--- src/rtl/seg7_pkg.sv ---
// Shared constants for the 7-segment display capture block: active-low segment
// patterns (dp excluded), digit strobe codes and the frame FSM state type.
package seg7_pkg;

    // Active-low {g,f,e,d,c,b,a}
    localparam logic [6:0] Seg0     = 7'h40;
    localparam logic [6:0] Seg1     = 7'h79;
    localparam logic [6:0] Seg2     = 7'h24;
    localparam logic [6:0] Seg3     = 7'h30;
    localparam logic [6:0] Seg4     = 7'h19;
    localparam logic [6:0] Seg5     = 7'h12;
    localparam logic [6:0] Seg6     = 7'h02;
    localparam logic [6:0] Seg7     = 7'h78;
    localparam logic [6:0] Seg8     = 7'h00;
    localparam logic [6:0] Seg9     = 7'h10;
    localparam logic [6:0] SegBlank = 7'h7F;

    localparam logic [2:0] DigitUnits    = 3'b110;
    localparam logic [2:0] DigitTens     = 3'b101;
    localparam logic [2:0] DigitHundreds = 3'b011;

    typedef enum logic [1:0] {
        StWaitU,
        StWaitT,
        StWaitH,
        StConvert
    } state_e;

endpackage

--- src/rtl/seg7_pattern_decode.sv ---
// Combinational decoder from an observed active-low segment pattern to a BCD
// digit, with flags for a legal 0..9 pattern and for an all-off (blank) pattern.
module seg7_pattern_decode
    import seg7_pkg::*;
(
    input  logic [7:0] seg_i,
    output logic [3:0] bcd_o,
    output logic       is_valid_o,
    output logic       is_blank_o
);

    // Decimal point carries no digit information.
    logic unused_dp;
    assign unused_dp = seg_i[7];

    always_comb begin
        bcd_o      = 4'd0;
        is_valid_o = 1'b1;
        case (seg_i[6:0])
            Seg0:    bcd_o = 4'd0;
            Seg1:    bcd_o = 4'd1;
            Seg2:    bcd_o = 4'd2;
            Seg3:    bcd_o = 4'd3;
            Seg4:    bcd_o = 4'd4;
            Seg5:    bcd_o = 4'd5;
            Seg6:    bcd_o = 4'd6;
            Seg7:    bcd_o = 4'd7;
            Seg8:    bcd_o = 4'd8;
            Seg9:    bcd_o = 4'd9;
            default: is_valid_o = 1'b0;
        endcase
    end

    assign is_blank_o = (seg_i[6:0] == SegBlank);

endmodule

--- src/rtl/seg7_capture.sv ---
// Captures a 3-digit multiplexed 7-segment display into binary and BCD.
// Define SEG7_CAPTURE_BLANK_EN to accept blank leading digits as zero.
module seg7_capture
    import seg7_pkg::*;
#(
    parameter int unsigned STABLE_CYCLES = 1000
) (
    input  logic        clk_i,
    input  logic        rst_ni,
    input  logic [7:0]  seg_i,
    input  logic [2:0]  digit_i,
    output logic [9:0]  number_o,
    output logic [11:0] digits_bcd_o,
    output logic        valid_o,
    output logic        frame_err_o
);

`ifdef SEG7_CAPTURE_BLANK_EN
    localparam bit BlankEn = 1'b1;
`else
    localparam bit BlankEn = 1'b0;
`endif

    localparam logic [15:0] LatchCount = 16'(STABLE_CYCLES - 1);

    // {seg, digit} through two sync flops, plus one more stage for change detection
    logic [10:0] sync1_q, sync2_q, prev_q;
    logic [15:0] cnt_q, cnt_d;

    always_ff @(posedge clk_i or negedge rst_ni) begin
        if (!rst_ni) begin
            sync1_q <= '1;
            sync2_q <= '1;
            prev_q  <= '1;
            cnt_q   <= '0;
        end else begin
            sync1_q <= {seg_i, digit_i};
            sync2_q <= sync1_q;
            prev_q  <= sync2_q;
            cnt_q   <= cnt_d;
        end
    end

    always_comb begin
        cnt_d = cnt_q;
        if (sync2_q != prev_q) begin
            cnt_d = '0;
        end else if (cnt_q != 16'hFFFF) begin
            cnt_d = cnt_q + 16'd1;
        end
    end

    logic [7:0] lat_seg;
    logic [2:0] lat_digit;
    logic       latch_evt;
    logic       is_u, is_t, is_h;

    assign lat_seg   = prev_q[10:3];
    assign lat_digit = prev_q[2:0];
    assign is_u      = (lat_digit == DigitUnits);
    assign is_t      = (lat_digit == DigitTens);
    assign is_h      = (lat_digit == DigitHundreds);
    assign latch_evt = (cnt_q == LatchCount) && (is_u || is_t || is_h);

    logic [3:0] dec_bcd;
    logic       dec_valid, dec_blank;

    seg7_pattern_decode u_decode (
        .seg_i      (lat_seg),
        .bcd_o      (dec_bcd),
        .is_valid_o (dec_valid),
        .is_blank_o (dec_blank)
    );

    logic tens_blank_q;
    logic units_ok, tens_ok, hund_ok;

    // A blank tens is only consistent if the hundreds turns out blank as well.
    assign units_ok = latch_evt && is_u && dec_valid;
    assign tens_ok  = latch_evt && is_t && (dec_valid || (BlankEn && dec_blank));
    assign hund_ok  = latch_evt && is_h &&
                      ((dec_valid && !tens_blank_q) || (BlankEn && dec_blank));

    state_e state_q, state_d;

    always_ff @(posedge clk_i or negedge rst_ni) begin
        if (!rst_ni) begin
            state_q <= StWaitU;
        end else begin
            state_q <= state_d;
        end
    end

    always_comb begin
        state_d = state_q;
        unique case (state_q)
            StWaitU: begin
                if (units_ok) state_d = StWaitT;
            end
            StWaitT: begin
                if (tens_ok)        state_d = StWaitH;
                else if (latch_evt) state_d = units_ok ? StWaitT : StWaitU;
            end
            StWaitH: begin
                if (hund_ok)        state_d = StConvert;
                else if (latch_evt) state_d = units_ok ? StWaitT : StWaitU;
            end
            StConvert: state_d = StWaitU;
            default:   state_d = StWaitU;
        endcase
    end

    logic store_u, store_t, store_h, frame_err_d, do_convert;

    always_comb begin
        store_u     = 1'b0;
        store_t     = 1'b0;
        store_h     = 1'b0;
        frame_err_d = 1'b0;
        do_convert  = 1'b0;
        unique case (state_q)
            StWaitU: store_u = units_ok;
            StWaitT: begin
                store_t = tens_ok;
                if (latch_evt && !tens_ok) begin
                    frame_err_d = 1'b1;
                    store_u     = units_ok;
                end
            end
            StWaitH: begin
                store_h = hund_ok;
                if (latch_evt && !hund_ok) begin
                    frame_err_d = 1'b1;
                    store_u     = units_ok;
                end
            end
            StConvert: do_convert = 1'b1;
            default:   ;
        endcase
    end

    logic [3:0] u_q, t_q, h_q;

    always_ff @(posedge clk_i or negedge rst_ni) begin
        if (!rst_ni) begin
            u_q          <= '0;
            t_q          <= '0;
            h_q          <= '0;
            tens_blank_q <= 1'b0;
        end else begin
            if (store_u) begin
                u_q          <= dec_bcd;
                t_q          <= '0;
                h_q          <= '0;
                tens_blank_q <= 1'b0;
            end else if (frame_err_d) begin
                u_q          <= '0;
                t_q          <= '0;
                h_q          <= '0;
                tens_blank_q <= 1'b0;
            end
            if (store_t) begin
                t_q          <= dec_bcd;
                tens_blank_q <= BlankEn && dec_blank;
            end
            if (store_h) begin
                h_q <= dec_bcd;
            end
        end
    end

    logic [9:0] sum;
    assign sum = 10'(h_q) * 10'd100 + 10'(t_q) * 10'd10 + 10'(u_q);

    logic [9:0]  number_q;
    logic [11:0] bcd_q;
    logic        valid_q, frame_err_q;

    always_ff @(posedge clk_i or negedge rst_ni) begin
        if (!rst_ni) begin
            number_q    <= '0;
            bcd_q       <= '0;
            valid_q     <= 1'b0;
            frame_err_q <= 1'b0;
        end else begin
            valid_q     <= do_convert;
            frame_err_q <= frame_err_d;
            if (do_convert) begin
                number_q <= sum;
                bcd_q    <= {h_q, t_q, u_q};
            end
        end
    end

    assign number_o     = number_q;
    assign digits_bcd_o = bcd_q;
    assign valid_o      = valid_q;
    assign frame_err_o  = frame_err_q;

endmodule

--- config.mk ---
export PLATFORM = sky130hd
export DESIGN_NAME = seg7_capture
export DESIGN_NICKNAME = d
export VERILOG_FILES = /design/src/rtl/seg7_pkg.sv /design/src/rtl/seg7_pattern_decode.sv /design/src/rtl/seg7_capture.sv
export SDC_FILE = /design/constraint.sdc
export NUM_CORES = 1
export LEC_CHECK = 0
export CAP_MARGIN = 20
export CORE_MARGIN = 5
export CORE_UTILIZATION = 35
export CTS_CLUSTER_DIAMETER = 60
export DETAILED_ROUTE_END_ITERATION = 10
export PLACE_DENSITY = 0.57
export SLEW_MARGIN = 5
export SYNTH_ARGS = -nofsm -noshare
export SYNTH_HDL_FRONTEND = slang
export SYNTH_SLANG_ARGS = --single-unit
--- constraint.sdc ---
create_clock -name clk_i -period 2.8 [get_ports clk_i]
set_input_delay 0.42 -clock clk_i [delete_from_list [all_inputs] [get_ports clk_i]]
set_output_delay 0.42 -clock clk_i [all_outputs]
set_load 0.02 [all_outputs]
; ---- Word-level counts from Yosys, hierarchy flattened
; Index checks and enable logic that the tools add are counted.
[word_totals]
output_inout_bits = 24
inputBits = 13
latchBits = 0
regBits = 88
mem_bits_rw = 0
wordCells = 86
mem_bits_ro = 0
n_memories = 0
[classes]
n_eq_ne = 19
bitwise = 0
magnitude_cmp = 0
mul = 2
addsub = 3
n_div = 0
muxes = 27
n_reduce_logical = 22
shifts = 0
[op_table]
columns = op, count
row1 = 4-bit case mux with 9 select lines, 1
row2 = 16-bit 2-to-1 mux, 2
row3 = 7-bit by 5-bit == test with 1-bit output (second input constant), 3
row4 = 7-bit == test (second input constant), 3
row5 = 4-bit 2-to-1 mux, 5
row6 = 16-bit by 1-bit adder with 16-bit output (second input constant), 1
row7 = 16-bit by 10-bit == test with 1-bit output (second input constant), 1
row8 = 16-bit inequality test (second input constant), 1
row9 = 7-bit by 6-bit == test with 1-bit output (second input constant), 2
row10 = 1-bit 2-to-1 mux, 12
row11 = 11-bit inequality test, 1
row12 = 10-bit by 4-bit adder with 10-bit output, 1
row13 = 10-bit by 8-bit adder with 10-bit output, 1
row14 = 1-bit logical AND, 10
row15 = 10-bit OR reduction, 1
row16 = 4-bit by 5-bit multiplier with 8-bit output (second input constant), 1
row17 = 2-bit 2-to-1 mux, 4
row18 = 2-bit case mux with 4 select lines, 1
row19 = 7-bit by 2-bit == test with 1-bit output (second input constant), 1
row20 = 7-bit zero test, 1
row21 = 4-bit by 3-bit multiplier with 7-bit output (second input constant), 1
row22 = 3-bit == test (second input constant), 2
row23 = 3-bit nonzero test, 2
row24 = 2-bit == test (second input constant), 2
row25 = other kinds (9), 13

; ---- Depth between registers and ports, before layout
; Gate-level depths: netlist of run 1.
[depth]
depth_word = 13
depth_mapped = 13
mapped_depth_nobuf = 13

; ---- Hierarchy
; From an unflattened synthesis of run 1, not the netlist that was laid out.
[hier_totals]
hier_cells = 378
hier_area_um2 = 4372.9
[by_module_without_submodules]
columns = module, n_inst, area_per_inst_um2, cells_per_inst
row1 = seg7_capture, 1, 4219.0, 355
row2 = seg7_pattern_decode, 1, 153.9, 23

; ---- Least setup slack after synthesis of run 1
; OpenSTA, ideal clock, no wires.
[synth_path]
path_type = register to register
startpoint = register t_q[1]
endpoint = register number_q[9] (netlist: number_o[9])
period_less_slack_ns = 2.924
path_buffers = 0
t_arrival_ns = 2.799
stages_incl_launch_ff = 13
slack_ns = -0.124
cell_sequence = dfrtp_1 ha_1 ha_1 inv_1 fa_1 xnor2_1 ha_1 ha_1 nand2_1 o21ai_0 o41ai_1 xnor2_1 mux2_2
[synth_via]
elab_chain_len = 3
[synth_lines]
columns = element, line_no
row1 = "start, declared", seg7_capture.sv:142  ; logic [3:0] u_q, t_q, h_q;
row2 = "start signal, assigned", seg7_capture.sv:147  ; t_q <= '0;
row3 = "start signal, assigned", seg7_capture.sv:153  ; t_q <= '0;
row4 = "start signal, assigned", seg7_capture.sv:158  ; t_q <= '0;
row5 = 4-bit by 3-bit multiplier with 7-bit output, seg7_capture.sv:173  ; assign sum = 10'(h_q) * 10'd100 + 10'(t_q) * 10'd10 + 10'(u_q);
row6 = 10-bit by 8-bit adder with 10-bit output, seg7_capture.sv:173
row7 = 10-bit by 4-bit adder with 10-bit output, seg7_capture.sv:173
row8 = "end signal, assigned", seg7_capture.sv:189  ; number_q <= sum;
row9 = "end, declared", seg7_capture.sv:175  ; logic [9:0] number_q;
; No other way between the ends.
; A chain may end at the register's enable or synchronous reset.

; ---- Final worst setup path of run 1
; Ends and elaborated chain as after synthesis.

==> results of run 1 <==
==> power breakdown <==
part	internal (W)	switching, W	total [W]
registers	0.00129	0.0000251	0.00131
clock network	0.000635	0.000496	0.00113
logic	0.0000326	0.0000417	0.0000743
total	0.00196	0.000563	0.00252
==> state kept, by name (all words and copies together), names as in the netlist <==
register	count
cnt_q	16
digits_bcd_o	11
prev_q	11
sync1_q	11
sync2_q	11
number_o	10
h_q	4
t_q	4
u_q	4
state_q	2
frame_err_o	1
valid_o	1
==> worst max path at each step <==
stage | start | end | slack, ps | cells after the start
after global routing | t_q[0] | number_o[9] | -170 | 11
after detailed placement | t_q[1] | number_o[9] | -80 | 12
after floorplan | t_q[3] | number_o[8] | 7 | 13
after CTS | t_q[1] | number_o[9] | -80 | 12
after global placement | t_q[3] | number_o[9] | -4 | 12
final | t_q[1] | number_o[9] | -40 | 12
==> synthesized netlist by cell type, types with 2 or more instances <==
master,instances
dfrtp_1,53
dfstp_2,33
ha_1,29
inv_1,24
nor2_1,24
xor2_1,24
mux2_2,21
nand2_1,18
nand3_1,17
o21ai_0,16
nand4_1,13
xnor2_1,13
a21oi_1,8
clkbuf_1,8
o21ai_1,7
nor3_1,6
fa_1,5
nor2b_1,5
nor4_1,4
a21o_1,3
and3_1,3
nand4b_1,3
a32oi_1,2
a41oi_1,2
and2_1,2
and4_1,2
buf_2,2
buf_6,2
nand3b_1,2
or3_1,2
==> stage by stage <==
stage	total power, W	setup slack (ps)
finish	0.002518	-38.30
floorplan	0.001359	6.604
global route	0.002624	-170.3
detailed placement	0.001411	-79.14
CTS	0.002562	-76.14
global placement	0.001407	-3.918
==> logic make-up (layout without fill, tap and decap cells) <==
family	after synthesis	count (layout)	synth area share, %
and+or+nand+nor	109	109	14.08
DFF	86	86	51.20
AOI/OAI and AO/OA	46	46	6.864
xor gates and xnor gates	37	37	7.564
adders and majority gates	34	34	10.81
buffers and inverters	37	95	3.738
muxes	22	22	5.754
==> repair_timing <==
action / 4_1_cts / 5_1_grt
setup buffers: 1 / 2
setup endpoints to repair: 3 / 16
pin swaps: 1 / 5
gates resized for setup: 4 / 11
==> routing by layer <==
metal  vias to the layer above  track usage (%)  wire (microns)
met3                         9            3.555             302
met1                      1353            14.78            3574
met5                         -                0               0
met4                         0            4.249             133
met2                        41            19.73            3852
li1                       1404                -               -
==> area by class of cell <==
class	count	area [sq um]	area share, %
inverters	24	90.09	1.696
flip-flops and latches	86	2193	41.29
clock inverters	5	41.29	0.7772
multi-input cells	248	2061	38.79
well taps	147	183.9	3.462
clock buffers	11	242.7	4.569
repair buffers	55	500.5	9.421
==> flow_metrics.py, run 1 <==
metrics = {
    "global_route": {
        "grt_usage_pct": 11.92,
        "antenna_found_initial": 0,
        "grt_pass1_wl_microns": 13740,
        "grt_pass1_vias": 2870,
        "overflow": 0,
        "grt_max_degree": 70,
    },
    "logic_synthesis": {
        "ys.flop_type": "dfrtp_1",
        "synth_nets": 418,
        "yosys_register_bits": 86,
        "synth.largest_area_cell": "dfrtp_1",
        "yosysTopAreaCellShare_pct": 30.96,
        "synth-edff-count": 0,
        "syn_inst": 371,
        "syn_area_sq_um": 4284,
        "yosysWarnings": 0,
        "syn_avg_cell_area_sq_um": 11.55,
        "synth.distinct_cells": 48,
        "async_reset_ff_share_pct": 100.0,
        "ys_seq_area_share_pct": 51.20,
        "synth_area_leaders": "dfrtp_1 (31%), dfstp_2 (20%), ha_1 (8.5%), mux2_2 (5.5%), xor2_1 (4.9%)",
    },
    "cts": {
        "cts_sinks": 86,
        "tritoncts": "done",
        "cts_buffers": 9,
        "clk_pin_slew_worst_paths_ps": 60,
        "cts-root-buf": "clkbuf_16",
        "htree_levels": 3,
        "clkLatencyLatePin_ps": 340,
        "hold_buffers": 0,
        "ctsLongestPathBuffers": 2,
    },
    "die": {
        "fp.coreArea_sq_um": 12010,
        "die_height_microns": 120.6,
        "die_w_microns": 120.6,
        "std_cell_rows": 40,
        "io_pins": 37,
        "start_util_pct": 35.67,
        "die_area_sq_um": 14550,
    },
    "placed_design": {
        "gp_congestion": 0.8020,
        "place_area_sq_um": 4930,
        "io_buffers": 36,
        "placed_cells": 557,
        "hpwlAfterDp_microns": 5704,
    },
    "worst_hold_path": {
        "min_path_type": "primary input to asynchronous set/reset pin",
    },
    "drt": {
        "wl_microns": 7862,
        "ant_nets": 0,
        "drtIter0Drc": 122,
        "vias": 2807,
        "via_per_inst": 4.873,
        "drc": 0,
        "drt_pass1_iterations": 4,
        "wl_per_cell_microns": 13.65,
    },
    "critical_path": {
        "rr_endpoint": "number_o[9]",
        "critPathKind": "flip-flop to flip-flop",
        "rrSetupSlack_ps": -40,
        "cp_data_arrival_time_ps": 3060,
        "crit_chain": "ha_4 > ha_4 > inv_2 > fa_2 > xnor2_2 > ha_1 > ha_4 > nand2_1 > o21ai_2 > o41ai_2 > xnor2_1 > mux2_2",
        "crit_buf_inv": 1,
        "cpLargestDelayFamily": "adder cells",
        "cp-start-kind": "flip-flop",
        "cp_common_cell": "ha_4",
        "slowest_stage": "dfrtp_1",
        "cpPeakStageDelay_ps": 410,
        "endpoint_kind": "flip-flop",
        "ff2ff_path_depth": 12,
        "crit_required_ps": 3020,
        "r2r_start": "t_q[1]",
        "path_max_fanout": 3,
    },
    "power": {
        "power.leakage_nw": 2.321,
        "irDropWorstVdd_uv": 366.8,
        "power.density_nw_per_um2": 474.0,
    },
    "sta": {
        "tightest_slew_ps": 877.9,
        "drv_slew": 0,
        "hold_viol_final": 0,
        "fin_crit_sh_pct": 101.4,
        "grt_setup_unrepaired": "true",
        "period_needed_ps": 2838,
        "skew_ps": 6.811,
        "max_slew_margin_pct": 41.47,
        "setup_violations": 2,
        "holdWs_ps": 189.2,
        "worst_slack_ps": -38.30,
        "tns_ps": -69.88,
        "fmax_mhz": 352.3,
    },
    "finish": {
        "final_cell_mix": "dfrtp_1 (53), clkdlybuf4s50_1 (35), dfstp_2 (33), xor2_1 (24)",
        "layout-drive-gt1-share_pct": 26.57,
        "layout_commonest_cell": "dfrtp_1",
        "diodes": 0,
        "fillers": 1117,
        "final_area_sq_um": 5313,
        "finalNonFillerCells": 576,
        "nNetsFinal": 471,
        "area_growth_pct": 24.01,
        "final_util_pct": 44.23,
    },
    "job": {
        "drv_cap": 0,
    },
    "outcome": {
        "status": "finished, violations left",
        "failed_checks": "negative setup slack",
    },
}
No activity file was read; power rests on OpenSTA's default activity.
==> run 2: changes to the inputs <==
Settings changed: HOLD_SLACK_MARGIN set to 0.12.
==> results of run 2 <==
The final DEF is identical to that of run 1; final timing and power are the same.
==> run 3: changes to the inputs <==
Settings changed: PLACE_DENSITY 0.57 to 0.59.
==> flow_metrics.py, run 3 (synthesis gave the netlist of run 1 again) <==
metrics = {
    "drt": {
        "drc": 0,
        "vias": 2837,
        "wl_microns": 7930,
        "wl_per_cell_microns": 13.79,
        "drt_pass1_iterations": 4,
        "drtIter0Drc": 119,
        "via_per_inst": 4.934,
        "ant_nets": 0,
    },
    "worst_hold_path": {
        "min_path_type": "primary input to asynchronous set/reset pin",
    },
    "placed_design": {
        "gp_congestion": 0.7981,
        "hpwlAfterDp_microns": 5782,
        "io_buffers": 36,
        "place_area_sq_um": 4937,
        "placed_cells": 558,
    },
    "finish": {
        "largest_register": "cnt_q",
        "largest_register_ffs": 16,
        "final_area_sq_um": 5321,
        "nNetsFinal": 470,
        "layout-drive-gt1-share_pct": 27.10,
        "diodes": 0,
        "fillers": 1137,
        "layout_commonest_cell": "dfrtp_1",
        "finalNonFillerCells": 575,
        "final_cell_mix": "dfrtp_1 (53), clkdlybuf4s50_1 (35), dfstp_2 (33), nor2_1 (24), xor2_1 (24)",
        "area_growth_pct": 24.21,
    },
    "sta": {
        "fin_crit_sh_pct": 102.1,
        "max_slew_margin_pct": 40.79,
        "fmax_mhz": 349.7,
        "tns_ps": -68.53,
        "skew_ps": 6.200,
        "period_needed_ps": 2859,
        "grt_setup_unrepaired": "true",
        "drv_slew": 0,
        "hold_viol_final": 0,
        "worst_slack_ps": -59.35,
        "tightest_slew_ps": 888.1,
        "holdWs_ps": 194.7,
        "setup_violations": 2,
    },
    "cts": {
        "clkLatencyLatePin_ps": 340,
        "cts-root-buf": "clkbuf_16",
        "cts_sinks": 86,
        "htree_levels": 3,
        "cts_buffers": 9,
        "tritoncts": "done",
        "clk_pin_slew_worst_paths_ps": 60,
        "ctsLongestPathBuffers": 2,
    },
    "critical_path": {
        "path_max_fanout": 3,
        "rrSetupSlack_ps": -60,
        "cp-start-kind": "flip-flop",
        "crit_required_ps": 3020,
        "cp_data_arrival_time_ps": 3080,
        "critPathKind": "flip-flop to flip-flop",
        "endpoint_kind": "flip-flop",
    },
    "die": {
        "io_pins": 37,
        "die_height_microns": 120.6,
        "start_util_pct": 35.67,
        "std_cell_rows": 40,
        "die_area_sq_um": 14550,
        "fp.coreArea_sq_um": 12010,
        "die_w_microns": 120.6,
    },
    "global_route": {
        "grt_max_degree": 73,
        "antenna_found_initial": 0,
        "grt_usage_pct": 11.85,
        "grt_pass1_wl_microns": 13750,
        "overflow": 0,
        "grt_pass1_vias": 2903,
    },
    "job": {
        "drv_cap": 0,
    },
    "power": {
        "power.leakage_nw": 2.338,
        "irDropWorstVdd_uv": 316.2,
        "power.density_nw_per_um2": 506.0,
    },
    "outcome": {
        "failed_checks": "negative setup slack",
        "status": "finished, violations left",
    },
}
## run 3: cell count changes in the layout (fill, tap and decap cells not counted), moves of 2 or more
cell / before / now
ha_2: 0 / 3
clkinv_4: 2 / 0
ha_4: 6 / 3
bufinv_16: 0 / 2
## run 3: final timing paths
| check | cells after the start | end | startpoint |
|---|---|---|---|
| worst max-delay path | 12 | number_o[9] | t_q[3] |
| worst min-delay path | 1 | digits_bcd_o[9] | rst_ni |
| worst max register to register | 12 | number_o[9] | t_q[3] |
| worst min register to register | 0 | sync2_q[5] | sync1_q[5] |
| max in group asynchronous | 2 | sync2_q[0] | rst_ni |
| min in group clk_i | 0 | sync2_q[5] | sync1_q[5] |
## run 3: through the flow
| stage | power [W] | setup WS [ps] | utilization, % |
|---|---|---|---|
| after global routing | 0.002804 | -182.9 | 44.30 |
| final | 0.002693 | -59.35 | 44.30 |
| after CTS | 0.002739 | -63.24 | 43.93 |
| after floorplan | 0.001359 | 6.604 | - |
| after detailed placement | 0.001410 | -53.32 | 41.10 |
| after global placement | 0.001407 | 0.6817 | 41.10 |
## run 3: worst max-delay path, stage by stage (launching register included)
cell     delay, ps
dfrtp_1        390
ha_1           290
ha_2           180
inv_2           40
fa_2           350
xnor2_2        140
ha_1           320
ha_4           240
nand2_2         70
o21ai_2         60
o41ai_2        320
xnor2_1        100
mux2_4         260
## run 3: per-layer routing
| metal | track usage, % | vias to the layer above | share of wire (%) |
|---|---|---|---|
| met5 | 0 | - | 0 |
| met4 | 4.462 | 0 | 1.5 |
| met3 | 3.227 | 11 | 3.6 |
| met2 | 19.87 | 53 | 49 |
| met1 | 14.57 | 1383 | 45 |
| li1 | - | 1390 | - |
## run 3: layout make-up
class | count | area (sq um) | share of cell area (%)
sequential | 86 | 2193 | 41.22
multi-input combinational | 248 | 2032 | 38.18
timing repair buffer | 54 | 493.0 | 9.264
clock buffer | 10 | 239.0 | 4.491
tap | 147 | 183.9 | 3.456
clock inverter | 6 | 90.09 | 1.693
inverter | 24 | 90.09 | 1.693
## run 3: repair_timing
action | CTS | global route
hold buffers | 0 | 0
setup buffers | 0 | 1
gates resized for setup | 3 | 12
cloned | 0 | 0
setup endpoints to repair | 2 | 16
pin swaps | 0 | 3
## run 3: power by group
group | internal [W] | leakage [nW] | total [W] | switching [W]
Clock | 0.000813 | 0.164 | 0.00131 | 0.000494
Combinational | 0.0000326 | 1.09 | 0.0000742 | 0.0000416
Sequential | 0.00129 | 1.09 | 0.00131 | 0.0000251
Total | 0.00213 | 2.34 | 0.00269 | 0.000560
